$ cat src/rtl/looper_ctrl_pkg.sv
// Shared definitions for the looper boot controller: FSM encoding and
// internal counter widths.
package looper_ctrl_pkg;

  typedef enum logic [2:0] {
    IDLE  = 3'd0,
    LOAD  = 3'd1,
    RUN   = 3'd2,
    FLUSH = 3'd3,
    DONE  = 3'd4
  } state_e;

  // Width of the extern_pc_en hold counter (PC_HOLD is at most 15)
  localparam int HOLD_W = 4;

  // Width of the flush timer (FLUSH_TO is at most 65535)
  localparam int FTMR_W = 16;

endpackage

$ cat src/rtl/looper_dncnt.sv
// Loadable down-counter with a terminal-count flag. The count stops at
// zero and never wraps; tc is high while the count is zero.
module looper_dncnt #(
  parameter int W = 16
) (
  input  logic         clk,
  input  logic         rst_n,
  input  logic         load,
  input  logic [W-1:0] load_val,
  input  logic         dec,
  output logic         tc
);

  logic [W-1:0] count;

  // Load takes priority over decrement; decrement stops at zero.
  // NOTE: state updates in clocked blocks use <= so every flop samples the
  // pre-edge values of the others, independent of statement order.
  always_ff @(posedge clk or negedge rst_n) begin
    if (!rst_n) begin
      count <= '0;
    end else if (load) begin
      count <= load_val;
    end else if (dec && (count != '0)) begin
      count <= count - 1'b1;
    end
  end

  // Terminal count is a pure decode of the register.
  assign tc = (count == '0);

endmodule

$ cat src/rtl/looper_boot_ctrl.sv
// Boot/run/flush sequencer for top_module_looper: loads the boot PC, lets
// the core run for a programmed number of cycles, flushes the data cache
// and reports completion or flush timeout.
module looper_boot_ctrl
  import looper_ctrl_pkg::*;
#(
  parameter int PC_W     = 16,
  parameter int CNT_W    = 20,
  parameter int PC_HOLD  = 2,
  parameter int FLUSH_TO = 2000
) (
  input  logic             clk,
  input  logic             rst_n,
  input  logic             start,
  input  logic [PC_W-1:0]  boot_pc,
  input  logic [CNT_W-1:0] run_len,
  input  logic             abort,
  input  logic             flush_done,
  output logic [PC_W-1:0]  extern_pc,
  output logic             extern_pc_en,
  output logic             flush_cache,
  output logic             busy,
  output logic             done,
  output logic             timeout,
  output logic [CNT_W-1:0] cycle_cnt
);

  state_e              state_q, state_d;
  logic [HOLD_W-1:0]   hold_q, hold_d;
  logic [PC_W-1:0]     pc_d;
  logic                pc_en_d;
  logic                flush_d;
  logic                busy_d;
  logic                done_d;
  logic                tmo_d;
  logic [CNT_W-1:0]    cyc_d;

  logic                start_ok;
  logic                load_last;
  logic                run_dec;
  logic                run_tc;
  logic                ft_load;
  logic                ft_dec;
  logic                ft_tc;

  assign start_ok  = start && ((state_q == IDLE) || (state_q == DONE));
  assign load_last = (state_q == LOAD) && (hold_q == '0);

  // The run counter is loaded with run_len on start and also steps on the
  // final LOAD edge. At that edge tc flags run_len == 0; in RUN it then
  // holds remaining-1, so tc marks the edge at which remaining is 1.
  assign run_dec = load_last || (state_q == RUN);

  looper_dncnt #(
    .W (CNT_W)
  ) u_run_cnt (
    .clk      (clk),
    .rst_n    (rst_n),
    .load     (start_ok),
    .load_val (run_len),
    .dec      (run_dec),
    .tc       (run_tc)
  );

  // The flush timer is parked at FLUSH_TO-1 outside FLUSH and counts down
  // inside it; reaching zero equals an up-count reaching FLUSH_TO-1.
  assign ft_load = (state_q != FLUSH);
  assign ft_dec  = (state_q == FLUSH);

  looper_dncnt #(
    .W (FTMR_W)
  ) u_flush_tmr (
    .clk      (clk),
    .rst_n    (rst_n),
    .load     (ft_load),
    .load_val (FTMR_W'(FLUSH_TO - 1)),
    .dec      (ft_dec),
    .tc       (ft_tc)
  );

  // Next-state and next-output decode; every output is a registered copy.
  // NOTE: every signal written here gets a default first, so no path can
  // leave one unassigned and infer a latch.
  always_comb begin
    state_d = state_q;
    hold_d  = hold_q;
    pc_d    = extern_pc;
    pc_en_d = extern_pc_en;
    flush_d = flush_cache;
    busy_d  = busy;
    done_d  = done;
    tmo_d   = timeout;
    cyc_d   = cycle_cnt;

    unique case (state_q)
      IDLE, DONE: begin
        if (start) begin
          pc_d    = boot_pc;
          pc_en_d = 1'b1;
          busy_d  = 1'b1;
          done_d  = 1'b0;
          tmo_d   = 1'b0;
          cyc_d   = '0;
          hold_d  = HOLD_W'(PC_HOLD - 1);
          state_d = LOAD;
        end
      end

      LOAD: begin
        if (abort) begin
          pc_en_d = 1'b0;
          flush_d = 1'b1;
          state_d = FLUSH;
        end else if (hold_q == '0) begin
          pc_en_d = 1'b0;
          if (run_tc) begin
            flush_d = 1'b1;
            state_d = FLUSH;
          end else begin
            state_d = RUN;
          end
        end else begin
          hold_d = hold_q - 1'b1;
        end
      end

      RUN: begin
        cyc_d = (&cycle_cnt) ? cycle_cnt : cycle_cnt + 1'b1;
        if (abort || run_tc) begin
          flush_d = 1'b1;
          state_d = FLUSH;
        end
      end

      FLUSH: begin
        // flush_done wins over a coinciding timeout.
        if (flush_done || ft_tc) begin
          flush_d = 1'b0;
          busy_d  = 1'b0;
          done_d  = 1'b1;
          tmo_d   = !flush_done;
          state_d = DONE;
        end
      end

      default: begin
        state_d = IDLE;
      end
    endcase
  end

  // State, hold counter and output registers; reset clears all of them.
  always_ff @(posedge clk or negedge rst_n) begin
    if (!rst_n) begin
      state_q      <= IDLE;
      hold_q       <= '0;
      extern_pc    <= '0;
      extern_pc_en <= 1'b0;
      flush_cache  <= 1'b0;
      busy         <= 1'b0;
      done         <= 1'b0;
      timeout      <= 1'b0;
      cycle_cnt    <= '0;
    end else begin
      state_q      <= state_d;
      hold_q       <= hold_d;
      extern_pc    <= pc_d;
      extern_pc_en <= pc_en_d;
      flush_cache  <= flush_d;
      busy         <= busy_d;
      done         <= done_d;
      timeout      <= tmo_d;
      cycle_cnt    <= cyc_d;
    end
  end

endmodule

$ cat config.mk
export PLATFORM = sky130hd
export DESIGN_NAME = looper_boot_ctrl
export DESIGN_NICKNAME = d
export VERILOG_FILES = /design/src/rtl/looper_ctrl_pkg.sv /design/src/rtl/looper_dncnt.sv /design/src/rtl/looper_boot_ctrl.sv
export SDC_FILE = /design/constraint.sdc
export NUM_CORES = 1
export LEC_CHECK = 0
export ABC_AREA = 1
export CAP_MARGIN = 20
export CELL_PAD_IN_SITES_DETAIL_PLACEMENT = 1
export CELL_PAD_IN_SITES_GLOBAL_PLACEMENT = 2
export CORE_MARGIN = 2
export CORE_UTILIZATION = 32
export CTS_CLUSTER_SIZE = 8
export DETAILED_ROUTE_END_ITERATION = 10
export GPL_ROUTABILITY_DRIVEN = 0
export PLACE_DENSITY_LB_ADDON = 0.1
export SYNTH_ARGS = -nofsm -noshare
export SYNTH_HDL_FRONTEND = slang
export SYNTH_SLANG_ARGS = --single-unit
$ cat constraint.sdc
create_clock -name clk -period 2.8 [get_ports clk]
set_input_delay 0.84 -clock clk [delete_from_list [all_inputs] [get_ports clk]]
set_output_delay 0.84 -clock clk [all_outputs]
set_load 0.01 [all_outputs]
==> results.py, run 1 <==
metrics = {
    "outcome": {
        "status": "complete, no violations",
    },
    "synth": {
        "syn_nets": 715,
        "synth_warnings": 0,
        "seq_area_frac_synth": 0.436,
        "synth_seq_cells": 84,
        "synthCells": 669,
        "syn_avg_cell_area_um2": 7.21,
        "ys_types": 44,
        "syn_area_um2": 4820,
    },
    "worst_setup_path": {
        "regToRegSetupSlack_ns": 0.44,
        "worstSetupPathType": "reg2reg",
        "critPathMaxFanout": 21,
        "cpLargestDelayFamily": "simple AND/OR/NAND/NOR gates",
        "ff2ff_path_depth": 11,
        "worstPathArrival_ns": 2.60,
        "crit_chain": "inv_1, ha_1, nand2_2, nor2_4, nand3_2, nand2_2, nand2_2, inv_2, nor2_1, nand2_1, nand2_1",
        "cpMaxStageDelayCell": "dfrtp_1",
        "cp_common_cell": "nand2_2",
        "crit_cells": 11,
        "reg2reg_from": "u_run_cnt.count[0]",
        "r2r-end": "u_run_cnt.count[19]",
        "cp-endpoint": "u_run_cnt.count[19]",
        "crit_path_max_incr_delay_ns": 0.43,
        "startpoint_type": "flip-flop",
        "endpoint_kind": "flip-flop",
        "critPathBufInv": 2,
        "required_ns": 3.04,
        "startpoint": "u_run_cnt.count[0]",
    },
    "cts": {
        "clk_latency_ns": 0.34,
        "cts_tree": "built",
        "cts-root-buf": "clkbuf_16",
        "clkSlewWorstSetupHoldPaths_ns": 0.07,
        "cts.repair.resized": 0,
        "clock_sinks": 84,
        "cts-buffers-inserted": 9,
        "h-tree-depth": 3,
        "cts_setup_buffers": 0,
        "clock_path_buffers": 2,
        "hold_buffers": 0,
    },
    "detailed_routing": {
        "antenna_left": 0,
        "drtIter0Drc": 159,
        "routed_wl_um": 14200,
        "drc_errors": 0,
        "wl_per_cell_um": 15.0,
        "first_pass_iters": 4,
        "viasPerCell": 4.97,
        "vias": 4678,
    },
    "finish": {
        "area_delta_synth_final_pct": 28.0,
        "fin_nets": 799,
        "diodes": 0,
        "layout-drive-gt1-share": 0.0686,
        "fin_util": 0.422,
    },
    "timing": {
        "setup_viol": 0,
        "rsz0062_at_grt": "false",
        "hold_viol": 0,
        "worstMarginPinSlew_ns": 0.420,
        "finClkSkew_ns": 0.00695,
        "max-slew-margin-rel": 0.718,
        "layout_setup_ws_ns": 0.442,
        "clock.fmax_mhz": 424,
        "period_share": 0.842,
        "tns_ns": 0,
        "drv_slew": 0,
        "finalCriticalPeriod_ns": 2.36,
    },
    "floorplanning": {
        "core-area_um2": 14600,
        "io_pins": 82,
        "start_util": 0.329,
        "die_w_um": 127,
        "die_area_um2": 16100,
        "fp.dieH_um": 127,
        "core.rowCount": 44,
    },
    "pwr": {
        "p_sw_frac": 0.411,
        "p_sw_mw": 2.31,
        "power_leakage_nw": 2.74,
        "p_comb_frac": 0.427,
        "power_density_nw_per_um2": 910,
        "power_frac_clock": 0.232,
        "max-vdd-ir-drop_v": 0.000452,
        "p_int_mw": 3.31,
        "seqPwrFrac": 0.340,
    },
    "grt": {
        "grt_max_degree": 47,
        "grt_pass1_vias": 5004,
        "grtUsageTotal": 0.186,
        "antenna_found_initial": 0,
        "grt_pass1_wl_um": 24100,
        "grt-ovfl-total": 0,
    },
    "job": {
        "drv_cap": 0,
    },
    "place": {
        "pre_cts_ws_ns": 0.328,
        "dp_hpwl_um": 10400,
        "portBuffers": 81,
    },
    "min_path": {
        "hp-class": "in2async",
    },
}
power groups by stage:
stage	Combinational, mW	Clock (mW)	Sequential (mW)
CTS	2.46	1.36	1.91
global route	2.73	1.40	1.98
detailed placement	2.45	0	1.93
finish	2.40	1.31	1.91
global placement	2.36	0	1.92
floorplan	1.49	0	1.94
synthesized netlist by cell type:
cell type  number  area share
nand2_1       213        0.17
clkbuf_1        4      0.0031
nor3_1         17       0.018
a21oi_1         9      0.0093
nand3_2         1      0.0021
xnor2_1         3      0.0054
o21ai_2         6       0.011
buf_2           7      0.0073
a31o_2          1      0.0018
o31ai_1         2      0.0031
nand3_4         1      0.0036
o211ai_1        1      0.0016
nand3b_2        1      0.0023
nand2_4         1      0.0023
a211oi_1        1      0.0016
buf_1           2      0.0016
nand2_2         5      0.0065
buf_6           2      0.0047
nand3_1        56       0.058
a31oi_1         1      0.0013
inv_2           2      0.0016
nand4_1        10       0.013
or2_2           1      0.0013
nor3_4          1      0.0034
ha_1            5       0.013
nor2_1         86       0.067
clkinv_1        1     0.00078
mux2i_1         1      0.0021
o22ai_2         1      0.0026
nand3b_1        1      0.0016
inv_1          61       0.047
nor2_2          3      0.0039
nor2_4          1      0.0023
xor2_1         12       0.022
a21o_1          1      0.0016
o21ai_1         2      0.0021
o21ai_0        50       0.052
o21a_1          4      0.0062
nor4_1          1      0.0013
o22ai_1         3      0.0039
buf_4           2      0.0031
dfrtp_1        84        0.44
a22oi_1         1      0.0016
nand2b_1        1      0.0013
cell type report:
class / instances / area (um^2)
Timing Repair Buffer: 90 / 888
Multi-Input combinational cell: 504 / 2390
Sequential cell: 84 / 2100
Fill cell: 1810 / 8470
Inverter: 64 / 240
Clock buffer: 9 / 225
Tap cell: 184 / 230
Clock inverter: 7 / 100
flip-flops by register name, summed over array words and instances (netlist names):
register           count
flush_cache            1
cycle_cnt             20
u_flush_tmr.count     16
u_run_cnt.count       20
busy                   1
extern_pc_en           1
state_q                3
hold_q                 4
extern_pc             16
timeout                1
done                   1
metal layers:
layer  vias up  GRT usage  wire [um]
met5         -          0          0
li1       2317          -          -
met3        10     0.0308        344
met2        56      0.334       7040
met1      2295      0.235       6640
met4         0     0.0407        147
metrics by stage:
step	cells	power [mW]	hold slack, ns	cell area [um^2]
after global routing	942	6.12	0.372	6180
final	942	5.62	0.365	6180
after floorplan	669	3.43	0.463	4820
after global placement	926	4.28	0.452	5850
after detailed placement	926	4.38	0.466	5850
after CTS	942	5.73	0.361	6180
placed cells by master (no fill, tap or decap), drive strengths merged, types with 2 or more instances in the layout:
cell	n
bufinv	2
inv	64
clkbuf	9
nand2	219
o22ai	4
o31ai	2
ha	5
o21a	4
xor2	12
buf	10
clkinvlp	3
xnor2	3
clkdlybuf4s50	80
a21oi	9
nor3	18
nand3	58
nand3b	2
nor2	90
o21ai	58
dfrtp	84
nand4	10
clkinv	2
worst min-delay path by stage:
stage,from,to,slack (ns),depth (start not counted)
2_1_floorplan,hold_q[0],hold_q[0],0.46,1
3_3_place_gp,extern_pc[7],extern_pc[7],0.45,2
3_5_place_dp,extern_pc[3],extern_pc[3],0.47,2
4_1_cts,rst_n,extern_pc[8],0.36,1
5_1_grt,rst_n,extern_pc[8],0.37,1
6_report,rst_n,extern_pc[8],0.37,1
logic make-up after synthesis:
kind of cell / count (synthesis) / share of synthesized area
muxes: 1 / 0.00207
xor gates and xnor gates: 15 / 0.0272
buffers and inverters: 81 / 0.0695
DFF: 84 / 0.436
adders and majority gates: 5 / 0.0130
and+or+nand+nor: 400 / 0.353
AOI/OAI and AO/OA: 83 / 0.0993
Note: power is estimated with default switching activity, not from simulation.
==> inputs of run 2 (changes only) <==
CORE_UTILIZATION = 27   (was 32)
clock period = 2 ns   (was 2.8 ns; I/O delays follow)
==> results.py, run 2 (synthesized netlist as in run 1, its figures left out) <==
metrics = {
    "outcome": {
        "status": "complete, no violations",
    },
    "finish": {
        "finalNonFillerCells": 1019,
        "area_delta_synth_final_pct": 35.2,
        "reg.largest.list": "cycle_cnt (20), u_run_cnt.count (20)",
        "final_common_cell": "nand2_1",
        "final-seq-area_um2": 2110,
        "fin_util": 0.376,
        "fin_nets": 836,
        "diodes": 0,
        "layout-drive-gt1-share": 0.123,
        "multi_input_area_um2": 2410,
        "fillers": 2135,
        "stdcell_area_um2": 6520,
        "final_cell_mix": "nand2_1, nor2_1, clkdlybuf4s50_1",
    },
    "pwr": {
        "p_total_mw": 8.32,
        "seqPwrFrac": 0.319,
        "power_leakage_nw": 2.91,
        "p_comb_frac": 0.474,
        "p_sw_mw": 3.43,
        "p_sw_frac": 0.412,
        "p_int_mw": 4.89,
        "power_density_nw_per_um2": 1280,
        "power_frac_clock": 0.207,
        "max-vdd-ir-drop_v": 0.000572,
    },
    "place": {
        "portBuffers": 81,
        "place_inst": 1004,
        "placed_cell_area_um2": 6210,
        "dp_hpwl_um": 11800,
        "pre_cts_ws_ns": -0.131,
    },
    "worst_setup_path": {
        "required_ns": 1.40,
        "worstPathArrival_ns": 1.36,
        "endpoint_kind": "output pin",
        "regToRegSetupSlack_ns": 0.17,
        "worstSetupPathType": "reg2out",
        "startpoint_type": "flip-flop",
        "crit_path_max_incr_delay_ns": 0.58,
        "cpMaxStageDelayCell": "clkdlybuf4s50_1",
        "critPathBufInv": 1,
        "crit_chain": "clkdlybuf4s50_1",
        "critPathMaxFanout": 5,
        "cpLargestDelayFamily": "buffers and inverters",
    },
    "cts": {
        "clock_path_buffers": 2,
        "clkSlewWorstSetupHoldPaths_ns": 0.06,
        "clock_sinks": 84,
        "clk_latency_ns": 0.35,
        "cts_tree": "built",
        "hold_buffers": 0,
        "cts-root-buf": "clkbuf_16",
        "cts-buffers-inserted": 9,
        "h-tree-depth": 3,
        "cts_setup_buffers": 0,
    },
    "floorplanning": {
        "die_area_um2": 19000,
        "io_pins": 82,
        "fp.dieH_um": 138,
        "core.rowCount": 48,
        "core-area_um2": 17400,
        "die_w_um": 138,
        "start_util": 0.278,
    },
    "grt": {
        "grt_pass1_wl_um": 25700,
        "top_usage_layer": "met2",
        "antenna_found_initial": 0,
        "grt_use_met1": 0.219,
        "grt_pass1_vias": 5192,
        "grt_max_degree": 85,
        "grt-ovfl-total": 0,
        "met2_usage": 0.311,
        "use_met3": 0.0254,
        "grtUsageTotal": 0.175,
    },
    "detailed_routing": {
        "vias": 4840,
        "drtIter0Drc": 168,
        "antenna_left": 0,
        "first_pass_iters": 4,
        "routed_wl_um": 15600,
        "viasPerCell": 4.75,
        "wl_per_cell_um": 15.3,
        "drc_errors": 0,
    },
    "job": {
        "drv_cap": 0,
    },
    "timing": {
        "max-slew-margin-rel": 0.672,
        "rsz0062_at_grt": "false",
        "worstMarginPinSlew_ns": 0.492,
        "finClkSkew_ns": 0.00625,
        "finalCriticalPeriod_ns": 1.96,
        "fin_hold_ws_ns": 0.291,
        "setup_viol": 0,
        "drv_slew": 0,
        "hold_viol": 0,
        "period_share": 0.980,
        "clock.fmax_mhz": 510,
        "tns_ns": 0,
        "layout_setup_ws_ns": 0.0404,
    },
    "min_path": {
        "hp-class": "in2async",
    },
}
==> run 2: cell count changes in the layout (fill, tap and decap cells not counted), sizes merged <==
cell / previous run / this run
buf: 10 / 47
clkdlybuf4s50: 80 / 77
dlygate4sd2: 0 / 3
clkbuf: 9 / 11
bufinv: 2 / 1
clkinvlp: 3 / 2
inv: 64 / 63
==> run 2: routing by layer <==
metal  up-vias  share of wire
li1       2397              -
met1      2379           0.45
met5         -              0
met3        12          0.029
met4         0          0.013
met2        52           0.50
==> run 2: layout make-up <==
| class | count | share of cell area |
|---|---|---|
| clock buffer | 11 | 0.0372 |
| tap | 225 | 0.0432 |
| timing repair buffer | 127 | 0.182 |
| sequential | 84 | 0.324 |
| clock inverter | 4 | 0.00767 |
| multi-input combinational | 504 | 0.369 |
| inverter | 64 | 0.0368 |
==> run 2: power by group through the flow <==
stage	clock network, mW	logic [mW]	registers [mW]
floorplan	0	2.09	2.71
global placement	0	3.88	2.66
detailed placement	0	3.99	2.68
CTS	1.80	4.00	2.66
global route	1.85	4.44	2.72
finish	1.72	3.94	2.66
==> run 2: final timing paths <==
| check | from | end | cells after the start |
|---|---|---|---|
| max | cycle_cnt[12] | cycle_cnt[12] | 1 |
| min | rst_n | u_run_cnt.count[0] | 2 |
| max reg2reg | u_run_cnt.count[1] | u_run_cnt.count[16] | 11 |
| min reg2reg | extern_pc[15] | extern_pc[15] | 2 |
| max in group asynchronous | rst_n | cycle_cnt[8] | 2 |
| min in group clk | extern_pc[15] | extern_pc[15] | 2 |
==> run 2: what timing repair did <==
| action | in CTS | in global routing |
|---|---|---|
| setup endpoints to repair | 9 | 15 |
| resized for setup | 10 | 8 |
| pin swaps | 0 | 0 |
